==> src/rtl/datapath_pkg.sv <==
// rtl/datapath_pkg.sv - shared widths and ALU opcodes for the datapath slice
package datapath_pkg;

    localparam int DATA_W     = 32;
    localparam int REG_ADDR_W = 5;
    localparam int NUM_REGS   = 1 << REG_ADDR_W;

    typedef enum logic [3:0] {
        ALU_AND = 4'b0000,
        ALU_OR  = 4'b0001,
        ALU_ADD = 4'b0010,
        ALU_SUB = 4'b0110,
        ALU_SLT = 4'b0111,
        ALU_NOR = 4'b1100
    } alu_op_e;

endpackage

==> src/rtl/registers.sv <==
// rtl/registers.sv - 32 x 32 register file, two combinational reads, one clocked write
module registers
    import datapath_pkg::*;
(
    input  logic                  clk,
    input  logic                  rst,
    input  logic [REG_ADDR_W-1:0] rs_index,
    input  logic [REG_ADDR_W-1:0] rt_index,
    input  logic [REG_ADDR_W-1:0] rd_index,
    input  logic                  reg_dst,
    input  logic                  reg_write,
    input  logic [DATA_W-1:0]     write_value,
    output logic [DATA_W-1:0]     rs_data,
    output logic [DATA_W-1:0]     rt_data
);

    logic [DATA_W-1:0]     data [0:NUM_REGS-1];
    logic [REG_ADDR_W-1:0] write_register;

    assign write_register = reg_dst ? rd_index : rt_index;

    // Register 0 is hardwired to zero on the read side as well, so a stray
    // preload of data[0] can never leak onto the operand buses.
    assign rs_data = (rs_index == '0) ? '0 : data[rs_index];
    assign rt_data = (rt_index == '0) ? '0 : data[rt_index];

    always_ff @(posedge clk or posedge rst) begin
        if (rst) begin
            for (int i = 0; i < NUM_REGS; i++) begin
                data[i] <= '0;
            end
        end else if (reg_write && (write_register != '0)) begin
            data[write_register] <= write_value;
        end
    end

endmodule

==> src/rtl/datapath.sv <==
// rtl/datapath.sv - single-cycle MIPS-style datapath: regfile, sign extend, ALU, write-back mux
module datapath
    import datapath_pkg::*;
(
    input  logic        clk,
    input  logic        rst,
    input  logic [31:0] instruction,
    input  logic [31:0] write_data,
    input  logic        ALUScr,
    input  logic        RegWrite,
    input  logic        RegDst,
    input  logic        MemRead,
    input  logic        MemWrite,
    input  logic        MemtoReg,
    input  logic [3:0]  ALUControl,
    output logic [31:0] ALUResult,
    output logic [31:0] out32,
    output logic [31:0] w_scrB,
    output logic        Zero
);

    logic [DATA_W-1:0] rs_data;
    logic [DATA_W-1:0] rt_data;
    logic [DATA_W-1:0] alu_b;
    logic [DATA_W-1:0] write_back;
    logic              unused_bits;

    // Memory strobes and the opcode field belong to the external control and
    // memory; they pass through this slice without effect.
    assign unused_bits = ^{MemRead, MemWrite, instruction[31:26]};

    assign out32      = {{16{instruction[15]}}, instruction[15:0]};
    assign alu_b      = ALUScr ? out32 : rt_data;
    assign write_back = MemtoReg ? write_data : ALUResult;
    assign w_scrB     = rt_data;

    registers registers_inst (
        .clk         (clk),
        .rst         (rst),
        .rs_index    (instruction[25:21]),
        .rt_index    (instruction[20:16]),
        .rd_index    (instruction[15:11]),
        .reg_dst     (RegDst),
        .reg_write   (RegWrite),
        .write_value (write_back),
        .rs_data     (rs_data),
        .rt_data     (rt_data)
    );

    always_comb begin
        ALUResult = '0;
        case (ALUControl)
            ALU_AND: ALUResult = rs_data & alu_b;
            ALU_OR:  ALUResult = rs_data | alu_b;
            ALU_ADD: ALUResult = rs_data + alu_b;
            ALU_SUB: ALUResult = rs_data - alu_b;
            ALU_SLT: ALUResult = ($signed(rs_data) < $signed(alu_b)) ? 32'd1 : 32'd0;
            ALU_NOR: ALUResult = ~(rs_data | alu_b);
            default: ALUResult = '0;
        endcase
    end

    assign Zero = (ALUResult == '0);

endmodule

==> config.mk <==
export PLATFORM = sky130hd
export DESIGN_NAME = datapath
export DESIGN_NICKNAME = d
export VERILOG_FILES = /design/src/rtl/datapath_pkg.sv /design/src/rtl/registers.sv /design/src/rtl/datapath.sv
export SDC_FILE = /design/constraint.sdc
export NUM_CORES = 2
export LEC_CHECK = 0
export BUFFER_PORTS_ARGS = -buffer_cell sky130_fd_sc_hd__buf_2
export CAP_MARGIN = 20
export CORE_ASPECT_RATIO = 0.5
export CORE_MARGIN = 5
export CORE_UTILIZATION = 38
export CTS_CLUSTER_DIAMETER = 120
export DETAILED_ROUTE_END_ITERATION = 12
export PLACE_DENSITY = 0.49
export SYNTH_ARGS = -nofsm -noshare
export SYNTH_HDL_FRONTEND = slang
export SYNTH_HIERARCHICAL = 1
export SYNTH_SLANG_ARGS = --single-unit
export TNS_END_PERCENT = 1
==> constraint.sdc <==
create_clock -name clk -period 47.3 [get_ports clk]
set_input_delay 7.095 -clock clk [delete_from_list [all_inputs] [get_ports clk]]
set_output_delay 7.095 -clock clk [all_outputs]
set_load 0.03 [all_outputs]
==> run_results.csv <==
group,metric,value,unit
outcome,status,"finished clean",
clock_tree,root_buffer,"clkbuf_16",
synthesis,synth_cells,4440,
power,ir_drop,0.0269,mV
min_path,min_path_type,"reg2reg",
cells_and_area,fin_cells,6607,
placed_design,place.gp.congestion,0.891,
placed_design,place_area,63400,µm²
power,p_total,3.03,mW
power,seq_power_share,40.9,%
worst_setup_path,arrival,16010,ps
run,maxCapViolations,0,
synthesis,ys_warn_count,6,
routing,first_pass_iters,5,
min_path,hold_depth,0,
clock_tree,cts_sinks,1024,
timing,finalCriticalPeriod,23110,ps
worst_setup_path,crit-reg2reg-capture,"registers_inst/data[127]",
clock_tree,clk-insertion-delay-late,730,ps
clock_tree,clkTransAtPathRegs,60,ps
power,intPower,2.03,mW
die,fp.dieW,577,µm
worst_setup_path,critPathCaptureType,"output pin",
global_routing,grt_pass1_vias,42800,
routing,wirelength,216,mm
die,row_count,104,
synthesis,netlist_area,61100,µm²
worst_setup_path,critPathLaunchType,"input port",
synthesis,synth-edff-count,0,
synthesis,synth_cell_type_count,108,
synthesis,synth-seq-cells,1024,
clock_tree,ctsHoldBuffers,0,
worst_setup_path,rr_worst_depth,20,
clock_tree,cts_max_path_buffers,3,
placed_design,hpwlAfterDp,139,mm
routing,wl_met2,99.0,mm
die,dieArea,169000,µm²
worst_setup_path,cp_data_required_time,40200,ps
cells_and_area,syn2layout_area_growth,9.53,%
timing,min_period_over_period,48.8,%
timing,setup_tns,0,ps
die,initial_core_util,38.1,%
worst_setup_path,critPathSlowestCell,"o311ai_0",
cells_and_area,drive_above_1_share,45.4,%
cells_and_area,top_register,"registers_inst/data",
synthesis,ys_seq_area_share,41.9,%
timing,skew,34.9,ps
synthesis,synth_top_area_cell,"dfrtp_1",
min_path,whs_endpoint,"registers_inst/data[1014]",
clock_tree,cts_resized,0,
routing,wl_met3,13.2,mm
timing,slew_violations,0,
timing,clock.fmax,43.3,MHz
timing,rsz0062_at_grt,"no",
clock_tree,cts_made_buffers,103,
die,ios,173,
timing,setup_viol,0,
global_routing,antenna_found_initial,7,
cells_and_area,largest_register_ffs,1024,
synthesis,syn_avg_cell_area,13.8,µm²
synthesis,synthFlopType,"dfrtp_1",
worst_setup_path,rrSetupSlack,40140,ps
die,die_y,294,µm
die,core_area,160000,µm²
power,cellPowerDensity,45.3,nW/µm²
timing,tightest_slew,1120,ps
worst_setup_path,r2r_start,"registers_inst/data[1]",
power,p_leak,29.1,nW
routing,via_count,41100,
routing,wl_per_cell,32.7,µm
cells_and_area,finalInstanceArea,66900,µm²
worst_setup_path,crit_chain,"buf_8 -> buf_4 -> buf_4 -> mux4_2 -> a22o_1 -> a221oi_1 -> o21ai_0 -> mux2i_1 -> inv_1 -> ha_1 -> fa_1 -> nor2_1 -> o311ai_1 -> nor3_1 -> o31ai_1 -> a31oi_1 -> a21oi_1 -> o311ai_0 -> nand2_1 -> nor4_1 -> and4_1 -> nor4b_4 -> buf_2",
worst_setup_path,crit_path_max_incr_delay,970,ps
routing,drt.antenna.violating_nets,0,
synthesis,yosys.area.top_type_share,41.9,%
cells_and_area,final_common_cell,"dfrtp_1",
clock_tree,cts_htree_levels,3,
global_routing,grt_max_degree,181,
timing,relSlewSlack,25.3,%
synthesis,async_flop_share,100,%
global_routing,overflow,0,
routing,vias_per_cell,6.22,
power,clkPwrFrac,28.0,%
power,switching_power,1.01,mW
routing,drc_errors,0,
worst_setup_path,crit_fanout,59,
timing,hold_viol_final,0,
worst_setup_path,cpMostUsedCell,"buf_4",
timing,holdWs,379,ps
worst_setup_path,crit_type,"in2out",
power,combPwrFrac,31.2,%
placed_design,port_buffers,164,
synthesis,syn_nets,4621,
min_path,min_from,"registers_inst/data[1014]",
routing,met1_length,98.7,mm
placed_design,place_inst,6420,
global_routing,grt_pass1_wl,315,mm
power,swShare,33.1,%
synthesis,synth_area_leaders,"dfrtp_1 42%, mux4_2 18%, mux2_2 18%, mux2i_1 2.7%, ha_1 2.1%",
cells_and_area,num-nets-final,4537,
global_routing,grtUsageTotal,25.4,%
clock_tree,cts_setup_buffers,0,
cells_and_area,top_regs,"registers_inst/data x1024",
cells_and_area,final_cell_mix,"1024 x dfrtp_1, 960 x mux2_2, 493 x mux4_2, 165 x mux2i_1, 157 x buf_2",
routing,highest_layer,"met4",
clock_tree,cts_tree,"done",
routing,drtIter0Drc,3613,
-- area by class of cell --
| type | count | area (µm²) |
|---|---|---|
| multi-input combinational | 2819 | 32700 |
| antenna | 1 | 2.50 |
| sequential | 1024 | 25600 |
| timing repair buffer | 305 | 2050 |
| tap | 2173 | 2720 |
| clock buffer | 151 | 3040 |
| fill | 14800 | 93400 |
| inverter | 103 | 394 |
| clock inverter | 31 | 383 |
-- power groups by stage --
stage	Combinational, mW	Clock (mW)	Sequential, mW
floorplan	0.703	0	1.20
global placement	0.924	0	1.23
detailed placement	0.940	0	1.25
CTS	0.943	0.871	1.24
global route	1.01	0.906	1.27
finish	0.946	0.848	1.24
-- routing by layer --
metal  up-vias  GRT usage, %
li1      16900             -
met4         0          5.74
met2      1390          39.9
met1     22500          37.2
met5         -             0
met3       298          3.85
-- synth_stat cells, types with 7 or more instances --
cell type / number
a2111oi_0: 40
a211o_1: 8
a211oi_1: 14
a21o_1: 10
a21oi_1: 88
a221o_1: 13
a221oi_1: 44
a22o_1: 26
a22oi_1: 18
a31oi_1: 17
and2_1: 11
buf_1: 14
buf_2: 114
buf_4: 119
buf_6: 23
clkbuf_1: 224
dfrtp_1: 1024
ha_1: 103
inv_1: 100
mux2_1: 68
mux2_2: 960
mux2i_1: 165
mux4_2: 493
nand2_1: 117
nand2b_1: 18
nand3_1: 25
nor2_1: 105
nor2_2: 15
nor2_4: 10
nor2b_1: 17
nor3_1: 24
nor4_1: 11
o2111a_1: 33
o211ai_1: 20
o21a_1: 10
o21ai_0: 71
o21ai_1: 9
o21bai_1: 10
o22a_1: 33
o22ai_1: 42
o31ai_1: 14
or2_2: 7
or3_1: 14
xnor2_1: 10
-- worst max-delay path: cells and delay by family --
family                     cells  cell delay, ps
AOI/OAI and AO/OA              8            2910
buffers and inverters          5            2170
and+or+nand+nor                6            2100
muxes                          2             970
adders and majority gates      2             650
-- worst max-delay path by stage --
stage               startpoint  slack, ps                endpoint  depth (start not counted)
2_1_floorplan              rst      11390  registers_inst/data[0]                          1
3_3_place_gp   instruction[16]      24430                    Zero                         23
3_5_place_dp   instruction[16]      24320                    Zero                         23
4_1_cts        instruction[16]      24290                    Zero                         23
5_1_grt        instruction[16]      23830                    Zero                         23
6_report       instruction[16]      24190                    Zero                         23
-- cell families (layout without fill, tap and decap cells) --
group / after synthesis / in the layout / share of synthesized area, %
buffers and inverters: 597 / 590 / 4.91
XOR/XNOR: 13 / 13 / 0.186
AO/OA/AOI/OAI: 590 / 590 / 7.34
multiplexers: 1687 / 1687 / 39.9
adder cells (fa/ha/maj): 105 / 105 / 2.17
AND/OR/NAND/NOR: 424 / 424 / 3.61
flip-flops: 1024 / 1024 / 41.9
other: 0 / 1 / 0
-- per-stage QoR --
step / worst slack, ps / utilization [%]
6_report: 24190 / 41.8
5_1_grt: 23830 / 41.7
4_1_cts: 24290 / 41.7
3_5_place_dp: 24320 / 39.6
3_3_place_gp: 24430 / 39.5
2_1_floorplan: 11390 / -
(Power assumes the default switching activity.)
